`src/rtl/uart_transmitter_pkg.sv`:
```
// Shared UART definitions: frame geometry, serialiser state encoding and
// the ASCII key codes exchanged with the game logic.
package uart_transmitter_pkg;

    localparam int UART_DATA_BITS = 8;
    localparam int UART_STOP_BITS = 1;

    typedef enum logic [1:0] {
        IDLE  = 2'd0,
        START = 2'd1,
        DATA  = 2'd2,
        STOP  = 2'd3
    } tx_state_t;

    localparam logic [7:0] KEY_Y = 8'h79;
    localparam logic [7:0] KEY_W = 8'h77;
    localparam logic [7:0] KEY_S = 8'h73;
    localparam logic [7:0] KEY_P = 8'h70;
    localparam logic [7:0] KEY_L = 8'h6C;

endpackage

```
`src/rtl/uart_transmitter_if.sv`:
```
// Byte-producer handshake into the transmitter: valid/data forward, ready back.
interface uart_transmitter_if;

    logic                                       tx_valid;
    logic [uart_transmitter_pkg::UART_DATA_BITS-1:0] tx_data;
    logic                                       tx_ready;

    modport master (output tx_valid, output tx_data, input tx_ready);
    modport slave  (input tx_valid, input tx_data, output tx_ready);

endinterface

```
`src/rtl/uart_tx_fifo.sv`:
```
// Synchronous FIFO with occupancy count; power-of-two depth so the pointers
// wrap naturally.
module uart_tx_fifo #(
    parameter int DEPTH = 16,
    parameter int WIDTH = 8
) (
    input  logic                     clock,
    input  logic                     rst_n,
    input  logic                     push,
    input  logic [WIDTH-1:0]         push_data,
    input  logic                     pop,
    output logic [WIDTH-1:0]         pop_data,
    output logic [$clog2(DEPTH):0]   count,
    output logic                     full,
    output logic                     empty
);
    localparam int AW = $clog2(DEPTH);
    localparam int CW = AW + 1;

    logic [WIDTH-1:0] mem [DEPTH];
    logic [AW-1:0]    wr_ptr, rd_ptr;
    logic             do_push, do_pop;

    assign full     = (count == CW'(DEPTH));
    assign empty    = (count == '0);
    assign do_push  = push && !full;
    assign do_pop   = pop && !empty;
    assign pop_data = mem[rd_ptr];

    // NOTE: the storage array has no reset; the count alone decides which entries are valid.
    always_ff @(posedge clock) begin
        if (do_push) begin
            mem[wr_ptr] <= push_data;
        end
    end

    always_ff @(posedge clock or negedge rst_n) begin
        if (!rst_n) begin
            wr_ptr <= '0;
            rd_ptr <= '0;
            count  <= '0;
        end else begin
            if (do_push) begin
                wr_ptr <= wr_ptr + AW'(1);
            end
            if (do_pop) begin
                rd_ptr <= rd_ptr + AW'(1);
            end
            case ({do_push, do_pop})
                2'b10:   count <= count + CW'(1);
                2'b01:   count <= count - CW'(1);
                default: count <= count;
            endcase
        end
    end

endmodule

```
`src/rtl/uart_transmitter.sv`:
```
// UART 8N1 transmitter: byte FIFO feeding a start/data/stop serialiser.
// The line is driven straight from a flop loaded with the next-state value.
module uart_transmitter
    import uart_transmitter_pkg::*;
#(
    parameter int CLOCK_HZ   = 50_000_000,
    parameter int BAUD       = 9600,
    parameter int FIFO_DEPTH = 16
) (
    input  logic                        clock,
    input  logic                        rst_n,
    uart_transmitter_if.slave           tx,
    output logic                        out,
    output logic                        busy,
    output logic [$clog2(FIFO_DEPTH):0] fifo_count
);
    localparam int CLKS_PER_BIT = CLOCK_HZ / BAUD;
    localparam int BW           = $clog2(CLKS_PER_BIT);
    localparam logic [BW-1:0] BAUD_LAST = BW'(CLKS_PER_BIT - 1);
    localparam logic [2:0]    BIT_LAST  = 3'(UART_DATA_BITS - 1);

    tx_state_t                 state, state_next;
    logic [BW-1:0]             baud_cnt, baud_next;
    logic [2:0]                bit_idx, bit_next;
    logic [UART_DATA_BITS-1:0] shift, shift_next, fifo_data;
    logic                      out_next, push, pop, fifo_full, fifo_empty, baud_done;

    assign tx.tx_ready = !fifo_full;
    assign push        = tx.tx_valid && !fifo_full;
    assign baud_done   = (baud_cnt == BAUD_LAST);
    assign busy        = (state != IDLE) || !fifo_empty;

    uart_tx_fifo #(
        .DEPTH (FIFO_DEPTH),
        .WIDTH (UART_DATA_BITS)
    ) u_fifo (
        .clock     (clock),
        .rst_n     (rst_n),
        .push      (push),
        .push_data (tx.tx_data),
        .pop       (pop),
        .pop_data  (fifo_data),
        .count     (fifo_count),
        .full      (fifo_full),
        .empty     (fifo_empty)
    );

    // NOTE: every signal gets a default before the case so no path leaves one unassigned (no latches).
    always_comb begin
        state_next = state;
        baud_next  = baud_cnt + BW'(1);
        bit_next   = bit_idx;
        shift_next = shift;
        pop        = 1'b0;
        unique case (state)
            IDLE: begin
                baud_next = '0;
                if (!fifo_empty) begin
                    pop        = 1'b1;
                    shift_next = fifo_data;
                    bit_next   = '0;
                    state_next = START;
                end
            end
            START: begin
                if (baud_done) begin
                    baud_next  = '0;
                    state_next = DATA;
                end
            end
            DATA: begin
                if (baud_done) begin
                    baud_next = '0;
                    if (bit_idx == BIT_LAST) begin
                        state_next = STOP;
                    end else begin
                        shift_next = shift >> 1;
                        bit_next   = bit_idx + 3'd1;
                    end
                end
            end
            STOP: begin
                if (baud_done) begin
                    baud_next = '0;
                    // Chain straight into the next start bit when more bytes are queued.
                    if (!fifo_empty) begin
                        pop        = 1'b1;
                        shift_next = fifo_data;
                        bit_next   = '0;
                        state_next = START;
                    end else begin
                        state_next = IDLE;
                    end
                end
            end
        endcase

        unique case (state_next)
            START:   out_next = 1'b0;
            DATA:    out_next = shift_next[0];
            default: out_next = 1'b1;
        endcase
    end

    // NOTE: state flops use non-blocking assignments so all of them update from pre-edge values.
    always_ff @(posedge clock or negedge rst_n) begin
        if (!rst_n) begin
            state    <= IDLE;
            baud_cnt <= '0;
            bit_idx  <= '0;
            shift    <= '0;
            out      <= 1'b1;
        end else begin
            state    <= state_next;
            baud_cnt <= baud_next;
            bit_idx  <= bit_next;
            shift    <= shift_next;
            out      <= out_next;
        end
    end

endmodule

```
`src/flat_wrapper.sv`:
```
// flat-port wrapper written by rule: the top's interface ports become plain ports
module uart_transmitter_flat import uart_transmitter_pkg::*;
#(
    parameter int CLOCK_HZ   = 50_000_000,
    parameter int BAUD       = 9600,
    parameter int FIFO_DEPTH = 16
)
  (clock, rst_n, out, busy, fifo_count, tx_tx_valid, tx_tx_data, tx_tx_ready);
  uart_transmitter_if tx_i ();
  input  logic clock;
  input  logic rst_n;
  output logic out;
  output logic busy;
  output logic [$clog2(FIFO_DEPTH):0] fifo_count;
  input wire logic [$bits(tx_i.tx_valid)-1:0] tx_tx_valid;
  input wire logic [$bits(tx_i.tx_data)-1:0] tx_tx_data;
  output wire logic [$bits(tx_i.tx_ready)-1:0] tx_tx_ready;
  assign tx_i.tx_valid = tx_tx_valid;
  assign tx_i.tx_data = tx_tx_data;
  assign tx_tx_ready = tx_i.tx_ready;
  uart_transmitter #(.CLOCK_HZ(CLOCK_HZ), .BAUD(BAUD), .FIFO_DEPTH(FIFO_DEPTH)) u_core (.clock(clock), .rst_n(rst_n), .tx(tx_i), .out(out), .busy(busy), .fifo_count(fifo_count));
endmodule
```
`config.mk`:
```
export PLATFORM = sky130hd
export DESIGN_NAME = uart_transmitter_flat
export DESIGN_NICKNAME = d
export VERILOG_FILES = /design/src/rtl/uart_transmitter_pkg.sv /design/src/rtl/uart_transmitter_if.sv /design/src/rtl/uart_tx_fifo.sv /design/src/rtl/uart_transmitter.sv /design/src/flat_wrapper.sv
export SDC_FILE = /design/constraint.sdc
export NUM_CORES = 1
export LEC_CHECK = 0
export ABC_AREA = 1
export BUFFER_PORTS_ARGS = -buffer_cell sky130_fd_sc_hd__buf_2
export CAP_MARGIN = 20
export CELL_PAD_IN_SITES_DETAIL_PLACEMENT = 1
export CELL_PAD_IN_SITES_GLOBAL_PLACEMENT = 1
export CORE_UTILIZATION = 49
export CTS_CLUSTER_SIZE = 40
export DETAILED_ROUTE_END_ITERATION = 8
export GPL_ROUTABILITY_DRIVEN = 0
export PLACE_DENSITY = 0.92
export SLEW_MARGIN = 20
export SYNTH_ARGS = -nofsm -noshare
export SYNTH_HDL_FRONTEND = slang
export SYNTH_HIERARCHICAL = 1
export SYNTH_SLANG_ARGS = --single-unit
```
`constraint.sdc`:
```
create_clock -name clock -period 3.1 [get_ports clock]
set_clock_uncertainty 0.1 [all_clocks]
set_input_delay 0.155 -clock clock [delete_from_list [all_inputs] [get_ports clock]]
set_output_delay 0.155 -clock clock [all_outputs]
set_load 0.01 [all_outputs]
```
### Word level (Yosys, flattened, before mapping)

Memories as Yosys holds them, arrays and structs flattened.
Cells that the tools add are included.

* logic and storage cells: 68
* register bits after elaboration: 40
* bits of input ports: 11
* memories kept: 1
* output and inout port bits: 8
* bits in writable memories: 128

Memories
* u_core.u_fifo.mem: words 16, bits a word 8, rd ports 1, clocked after Yosys merged registers in 0, write ports 1, line uart_tx_fifo.sv:20 `logic [WIDTH-1:0] mem [DEPTH];`

* eq/ne operators: 13
* reduce and logical (&&, ||, !) cells: 13
* multiplexer cells: 26
* add/sub/neg operators: 6

Operator list (number)
* 8-bit 2-to-1 mux: 4
* 13-bit one-hot mux with 2 select lines: 1
* 8-bit one-hot mux with 3 select lines: 1
* 13-bit by 1-bit adder with 13-bit output (second input constant): 1
* 13-bit == test (second input constant): 1
* 13-bit 2-to-1 mux: 1
* 3-bit 2-to-1 mux: 4
* 2-bit 2-to-1 mux: 5
* 5-bit one-hot mux with 2 select lines: 1
* 3-bit one-hot mux with 3 select lines: 1
* 4-bit by 1-bit adder with 4-bit output (second input constant): 2
* 2-bit == test (second input constant): 4
* 2-bit one-hot mux with 4 select lines: 1
* 2-bit by 1-bit == test with 1-bit output (second input constant): 3
* 5-bit by 1-bit adder with 5-bit output (second input constant): 1
* 5-bit == test (second input constant): 1
* 5-bit zero test: 1
* 1-bit 2-to-1 mux: 5
* 5-bit by 1-bit subtractor with 5-bit output (second input constant): 1
* 2-bit by 1-bit inequality test with 1-bit output (second input constant): 2
* 1-bit one-hot mux with 2 select lines: 2
* 4-bit AND reduction: 1
* 2-bit nonzero test: 2
* 3-bit by 1-bit adder with 3-bit output (second input constant): 1
* 8 further kinds: 11

### Depth between registers and ports, before layout

* depth after elaboration: 7
* depth in mapped cells: 20

### Hierarchy

Netlist, hierarchy kept.

Modules (own cells, without submodules)
* uart_tx_fifo: cells each 622, area an instance 6229.7 um^2, instances 1
* uart_transmitter: cells each 230, area an instance 1749.2 um^2, instances 1

### Least setup slack after synthesis

No wires, ideal clock.

* kind: register -> register
* start: reg u_core.baud_cnt[0]
* end: reg u_core.u_fifo.count[4]
* cell stages (with the launch flop): 21
* clock period less this slack: 2795 ps
* arrival: 2578 ps
* setup slack: 305 ps
* path buffers: 0
* path through: dfrtp_1 -> ha_1 -> nand2_2 -> nor2_2 -> nand3_4 -> nand2_1 -> nand2_2 -> nor3_1 -> nand2_1 -> inv_1 -> ha_1 -> inv_1 -> fa_1 -> inv_1 -> nand2_1 -> nand2_1 -> nand2_1 -> nand2_1 -> nand2_1 -> nand2_1 -> nand2_1

* longest elaborated chain between the ends: 6
* elaborated cells between the ends (all ways): 8
* classes of those cells: eq/ne (3); mux (3); reduce/logical (2)

RTL lines
* from (decl): line uart_transmitter.sv:23 `logic [BW-1:0] baud_cnt, baud_next;`
* from (signal assigned): line uart_transmitter.sv:115 `baud_cnt <= baud_next;`
* 13-bit == test *: line uart_transmitter.sv:30 `assign baud_done = (baud_cnt == BAUD_LAST);`
* 1-bit 2-to-1 mux *: line uart_transmitter.sv:83 `if (baud_done) begin`
* 1-bit one-hot mux with 2 select lines *: line uart_transmitter.sv:55 `unique case (state)`
* named net u_core.pop: line uart_transmitter.sv:26 `logic out_next, push, pop, fifo_full, fifo_empty, baud_done;`
* 1-bit logical AND *: line uart_tx_fifo.sv:27 `assign do_pop = pop && !empty;`
* named net u_core.u_fifo.do_pop: line uart_tx_fifo.sv:22 `logic do_push, do_pop;`
* 2-bit by 1-bit == test with 1-bit output / 2-bit == test (equally long branches): line uart_tx_fifo.sv:49 `case ({do_push, do_pop})`
* 5-bit one-hot mux with 2 select lines / 2-bit nonzero test (equally long branches)
* to (signal assigned): line uart_tx_fifo.sv:50 `2'b10: count <= count + CW'(1);`
* to (signal assigned): line uart_tx_fifo.sv:51 `2'b01: count <= count - CW'(1);`
* to (signal assigned): line uart_tx_fifo.sv:52 `default: count <= count;`
* to (decl): line uart_tx_fifo.sv:13 `output logic [$clog2(DEPTH):0] count,`

The timed path passes the listed nets; every way through them passes the cells marked *.
A chain may end at the register's enable or synchronous reset.

### Worst setup path after layout

* start: reg u_core.baud_cnt[1]
* end: reg u_core.u_fifo.count[4]

Same word-level chain as after synthesis.

==> tab_implementation.tex <==
\begin{tabular}{lr}
\hline
Metric & Value \\
\hline
\multicolumn{2}{l}{\textbf{Outcome}} \\
Outcome & complete, no violations \\
\multicolumn{2}{l}{\textbf{Routing}} \\
Iteration-0 DRC count of the detailed router & 359 \\
Detailed-router iteration count before antenna repair & 5 \\
Per-cell via count in the routed design & 5.401 \\
Via count & 6,001 \\
Average routed wire per standard cell & 19.53 um \\
Antenna Nets Post-Route & 0 \\
Total wire length & 21,700 um \\
Post-detailed-route DRC marker count & 0 \\
\multicolumn{2}{l}{\textbf{GRT}} \\
Number of global-route vias before repair & approximately 6,400 \\
Wire length of the first global-routing pass & around 34,000 um \\
Initial antenna violation count & 0 \\
Maximum number of pins on one net before global-route repair & 82 \\
Total congestion overflow after global routing & 0 \\
Total GRT Usage & between 20\% and 30\% \\
\multicolumn{2}{l}{\textbf{Synth}} \\
Portion of the post-synthesis area used by sequential elements & 60.73\% \\
Number of warnings reported in the yosys synthesis log & 6 \\
Total standard cell area after synthesis & 7979 um\^{}2 \\
Net Count, Synth & around 900 \\
FF+latch count, synth & 168 \\
Mean post-synth cell area & 9.365 um\^{}2 \\
Gate count after technology mapping & between 800 and 900 \\
Number of distinct library cells after synthesis & 39 \\
\multicolumn{2}{l}{\textbf{STA}} \\
Max Transition Viols Final & 0 \\
Hold\_ws & 0.03941 ns \\
Relative slew slack & 35.66\% \\
Shortest period the worst path allows & 2.935 ns \\
Setup repair after global routing missed its margin & false \\
Tcrit/Tclk final & 94.69\% \\
Number of failing setup endpoints in the final timing report & 0 \\
Tightest Pin Transition & 0.9651 ns \\
Hold Violations, Final & 0 \\
Smallest setup slack after layout & around 0.16 ns \\
Fmax achieved & between 300 and 400 MHz \\
Final sum of negative setup slack & 0 ns \\
\multicolumn{2}{l}{\textbf{Worst setup path}} \\
Arrival time worst endpoint & 3.16 ns \\
Endpoint of the worst register-to-register path & u\_core/u\_fifo/count[4]\$\_DFFE\_PN0P\_ \\
Worst reg-to-reg setup slack & approximately 0.16 ns \\
Required time of the worst setup path & $\sim$3.3 ns \\
Worst r2r path cells & 20 \\
Worst setup path category & reg -> reg \\
Capturing element type of the critical path & flop \\
Maximum fanout along the worst path & 6 \\
Worst setup SP type & flop \\
Reg2Reg Launch Point & u\_core/baud\_cnt[1]\$\_DFF\_PN0\_ \\
\multicolumn{2}{l}{\textbf{CTS}} \\
Worst-Skew Late Latency & 0.44 ns \\
Post-CTS setup buffer count & 0 \\
Buffer cell driving the clock tree root & sky130\_fd\_sc\_hd\_\_clkbuf\_16 \\
TritonCTS buffer count & 17 \\
CTS tree & built \\
Clock sinks & 168 \\
CTS H-tree lvls & 4 \\
Clock Path Buffers & 2 \\
CTS clock-pin slew for the worst setup and hold paths & 0.06 ns \\
\multicolumn{2}{l}{\textbf{Die}} \\
Die height & 129.6 um \\
I/O pin count & 19 \\
Floorplan die area & 16,800 um\^{}2 \\
X dimension of the die & 129.6 um \\
Standard-cell rows & 46 \\
Initial core utilization & 50.23\% \\
Standard cell core area & between 15,000 and 20,000 um\^{}2 \\
\multicolumn{2}{l}{\textbf{Power and ir drop}} \\
Power density normalized to cell area & approximately 640 nW/um\^{}2 \\
Peak supply drop & 0.4149 mV \\
LEAKAGE & 3.973 nW \\
Overall power & 5.721 mW \\
\multicolumn{2}{l}{\textbf{Cells and area}} \\
Most common library cell in the layout ignoring fill and taps & sky130\_fd\_sc\_hd\_\_nand2\_1 \\
Growth of design area from synthesis to finish & 12.76\% \\
Final antenna diode count & 0 \\
Commonest non-fill, non-tap cells in the layout & 303 x sky130\_fd\_sc\_hd\_\_nand2\_1, 128 x sky130\_fd\_sc\_hd\_\_edfxtp\_1, 92 x sky130\_fd\_sc\_hd\_\_inv\_1, 86 x sky130\_fd\_sc\_hd\_\_nor2\_1, 71 x sky130\_fd\_sc\_hd\_\_nand3\_1 \\
Final std cell area, no fill & around 9000 um\^{}2 \\
Filler instances & 1,819 \\
Final layout net count & 913 \\
Fraction of layout cells with a size suffix above 1 & a little under an eighth \\
\multicolumn{2}{l}{\textbf{Hold path}} \\
Startpoint of the tightest hold check path & tx\_tx\_data[3] \\
Cell count of the worst hold path & 1 \\
Hold Crit Class & in -> reg \\
Hold endpoint & u\_core/u\_fifo/mem[9][3]\$\_DFFE\_PP\_ \\
\multicolumn{2}{l}{\textbf{Flow run}} \\
Max-cap violations & 0 \\
\multicolumn{2}{l}{\textbf{Placement}} \\
Quantity of I/O buffers inserted on ports & 18 \\
Detailed Place HPWL & 14,420 um \\
Placement Cell Area & 8358 um\^{}2 \\
Worst setup slack after placement & 0.03218 ns \\
\hline
\end{tabular}
==> metrics by stage <==
stage | util (%) | cells
6_report | 56.64 | 1111
5_1_grt | 56.64 | 1111
4_1_cts | 56.47 | 1111
3_5_place_dp | 52.62 | 1079
3_3_place_gp | 52.62 | 1079
2_1_floorplan | - | 852
==> routing by layer <==
layer / up-vias / GRT usage, % / wire, um
met4: 0 / 13.34 / 707
met5: - / 0 / 0
met3: 62 / 4.831 / 918
met2: 168 / 49.42 / 11460
li1: 2789 / - / -
met1: 2982 / 32.16 / 8613
==> flip-flops by register name, summed over array words and instances (netlist names) <==
signal / flops
u_core/u_fifo/mem: 128
u_core/baud_cnt: 13
u_core/bit_idx: 3
u_core/u_fifo/rd_ptr: 4
u_core/u_fifo/wr_ptr: 4
u_core/out: 1
u_core/u_fifo/count: 5
u_core/shift: 8
u_core/state: 2
==> synthesized netlist by cell type, drive strengths merged <==
cell      n  share of area, %
edfxtp  128                48
o21a      2              0.19
nand2   307                15
a22oi     1             0.094
nor4      2              0.16
inv     104               4.9
or2       1             0.078
a21boi    1             0.094
xnor2     3              0.33
o31ai     1             0.094
buf      21               1.4
mux2i     3              0.38
nand4     5              0.47
nor3b     3              0.28
xor2      8              0.88
clkbuf    4              0.19
nand3    72               4.7
nor2     92               4.7
o21ai    20               1.4
dfstp     1              0.33
fa        1              0.25
a21oi     7              0.58
nor3      8              0.69
ha       18               2.8
dfrtp    39                12
==> what timing repair did <==
action,4_1_cts,5_1_grt
resized for setup,1,9
endpoints found under the hold margin,39,0
setup endpoints to repair,1,1
cloned,0,0
hold buffers,1,0
==> worst max-delay path, cell delays in order (launching register included) <==
cell and delay (ns):
sky130_fd_sc_hd__dfrtp_1 0.38, sky130_fd_sc_hd__ha_2 0.20, sky130_fd_sc_hd__nand2_2 0.11, sky130_fd_sc_hd__nor2_4 0.16
sky130_fd_sc_hd__nand3_4 0.13, sky130_fd_sc_hd__nand2_2 0.11, sky130_fd_sc_hd__nand2_2 0.12, sky130_fd_sc_hd__nor3_2 0.12
sky130_fd_sc_hd__nand2_1 0.09, sky130_fd_sc_hd__inv_2 0.10, sky130_fd_sc_hd__ha_4 0.17, sky130_fd_sc_hd__inv_1 0.06
sky130_fd_sc_hd__fa_1 0.35, sky130_fd_sc_hd__inv_1 0.11, sky130_fd_sc_hd__nand2_1 0.10, sky130_fd_sc_hd__nand2_1 0.12
sky130_fd_sc_hd__nand2_1 0.07, sky130_fd_sc_hd__nand2_1 0.06, sky130_fd_sc_hd__nand2_1 0.05, sky130_fd_sc_hd__nand2_1 0.06
sky130_fd_sc_hd__nand2_1 0.05
==> worst max path at each step <==
stage | startpoint | end | slack [ns] | cells past startpoint
global placement | u_core/baud_cnt[1]$_DFF_PN0_ | u_core/u_fifo/count[4]$_DFFE_PN0P_ | 0.25 | 20
global route | u_core/baud_cnt[1]$_DFF_PN0_ | u_core/u_fifo/count[4]$_DFFE_PN0P_ | 0.004 | 20
finish | u_core/baud_cnt[1]$_DFF_PN0_ | u_core/u_fifo/count[4]$_DFFE_PN0P_ | 0.16 | 20
detailed placement | u_core/baud_cnt[1]$_DFF_PN0_ | u_core/u_fifo/count[4]$_DFFE_PN0P_ | 0.03 | 20
CTS | u_core/baud_cnt[1]$_DFF_PN0_ | u_core/u_fifo/count[4]$_DFFE_PN0P_ | 0.004 | 20
floorplan | u_core/baud_cnt[0]$_DFF_PN0_ | u_core/u_fifo/count[4]$_DFFE_PN0P_ | 0.31 | 20
==> cell type report <==
class                           count  area, um^2  area share, %
Sequential cell                   168        4847          53.87
Multi-Input combinational cell    555        2643          29.37
Clock buffer                       17       425.4          4.728
Inverter                          104       390.4          4.339
Tap cell                          216       270.3          3.004
Timing Repair Buffer               37       247.7          2.753
Clock inverter                     14       173.9          1.933
==> report_power, final <==
| group | total, mW | internal [mW] | switching, mW |
|---|---|---|---|
| clock network | 2.16 | 1.27 | 0.895 |
| logic | 0.798 | 0.225 | 0.573 |
| registers | 2.76 | 2.64 | 0.116 |
| total | 5.72 | 4.14 | 1.58 |
==> kinds of logic after synthesis <==
kind of cell    share of synthesized area (%)
fa+ha+maj                               3.074
compound gates                          2.493
mux                                    0.3764
buf+inv                                 6.523
simple gates                            25.59
flops                                   60.73
xor+xnor                                1.208
(Power assumes the default switching activity.)
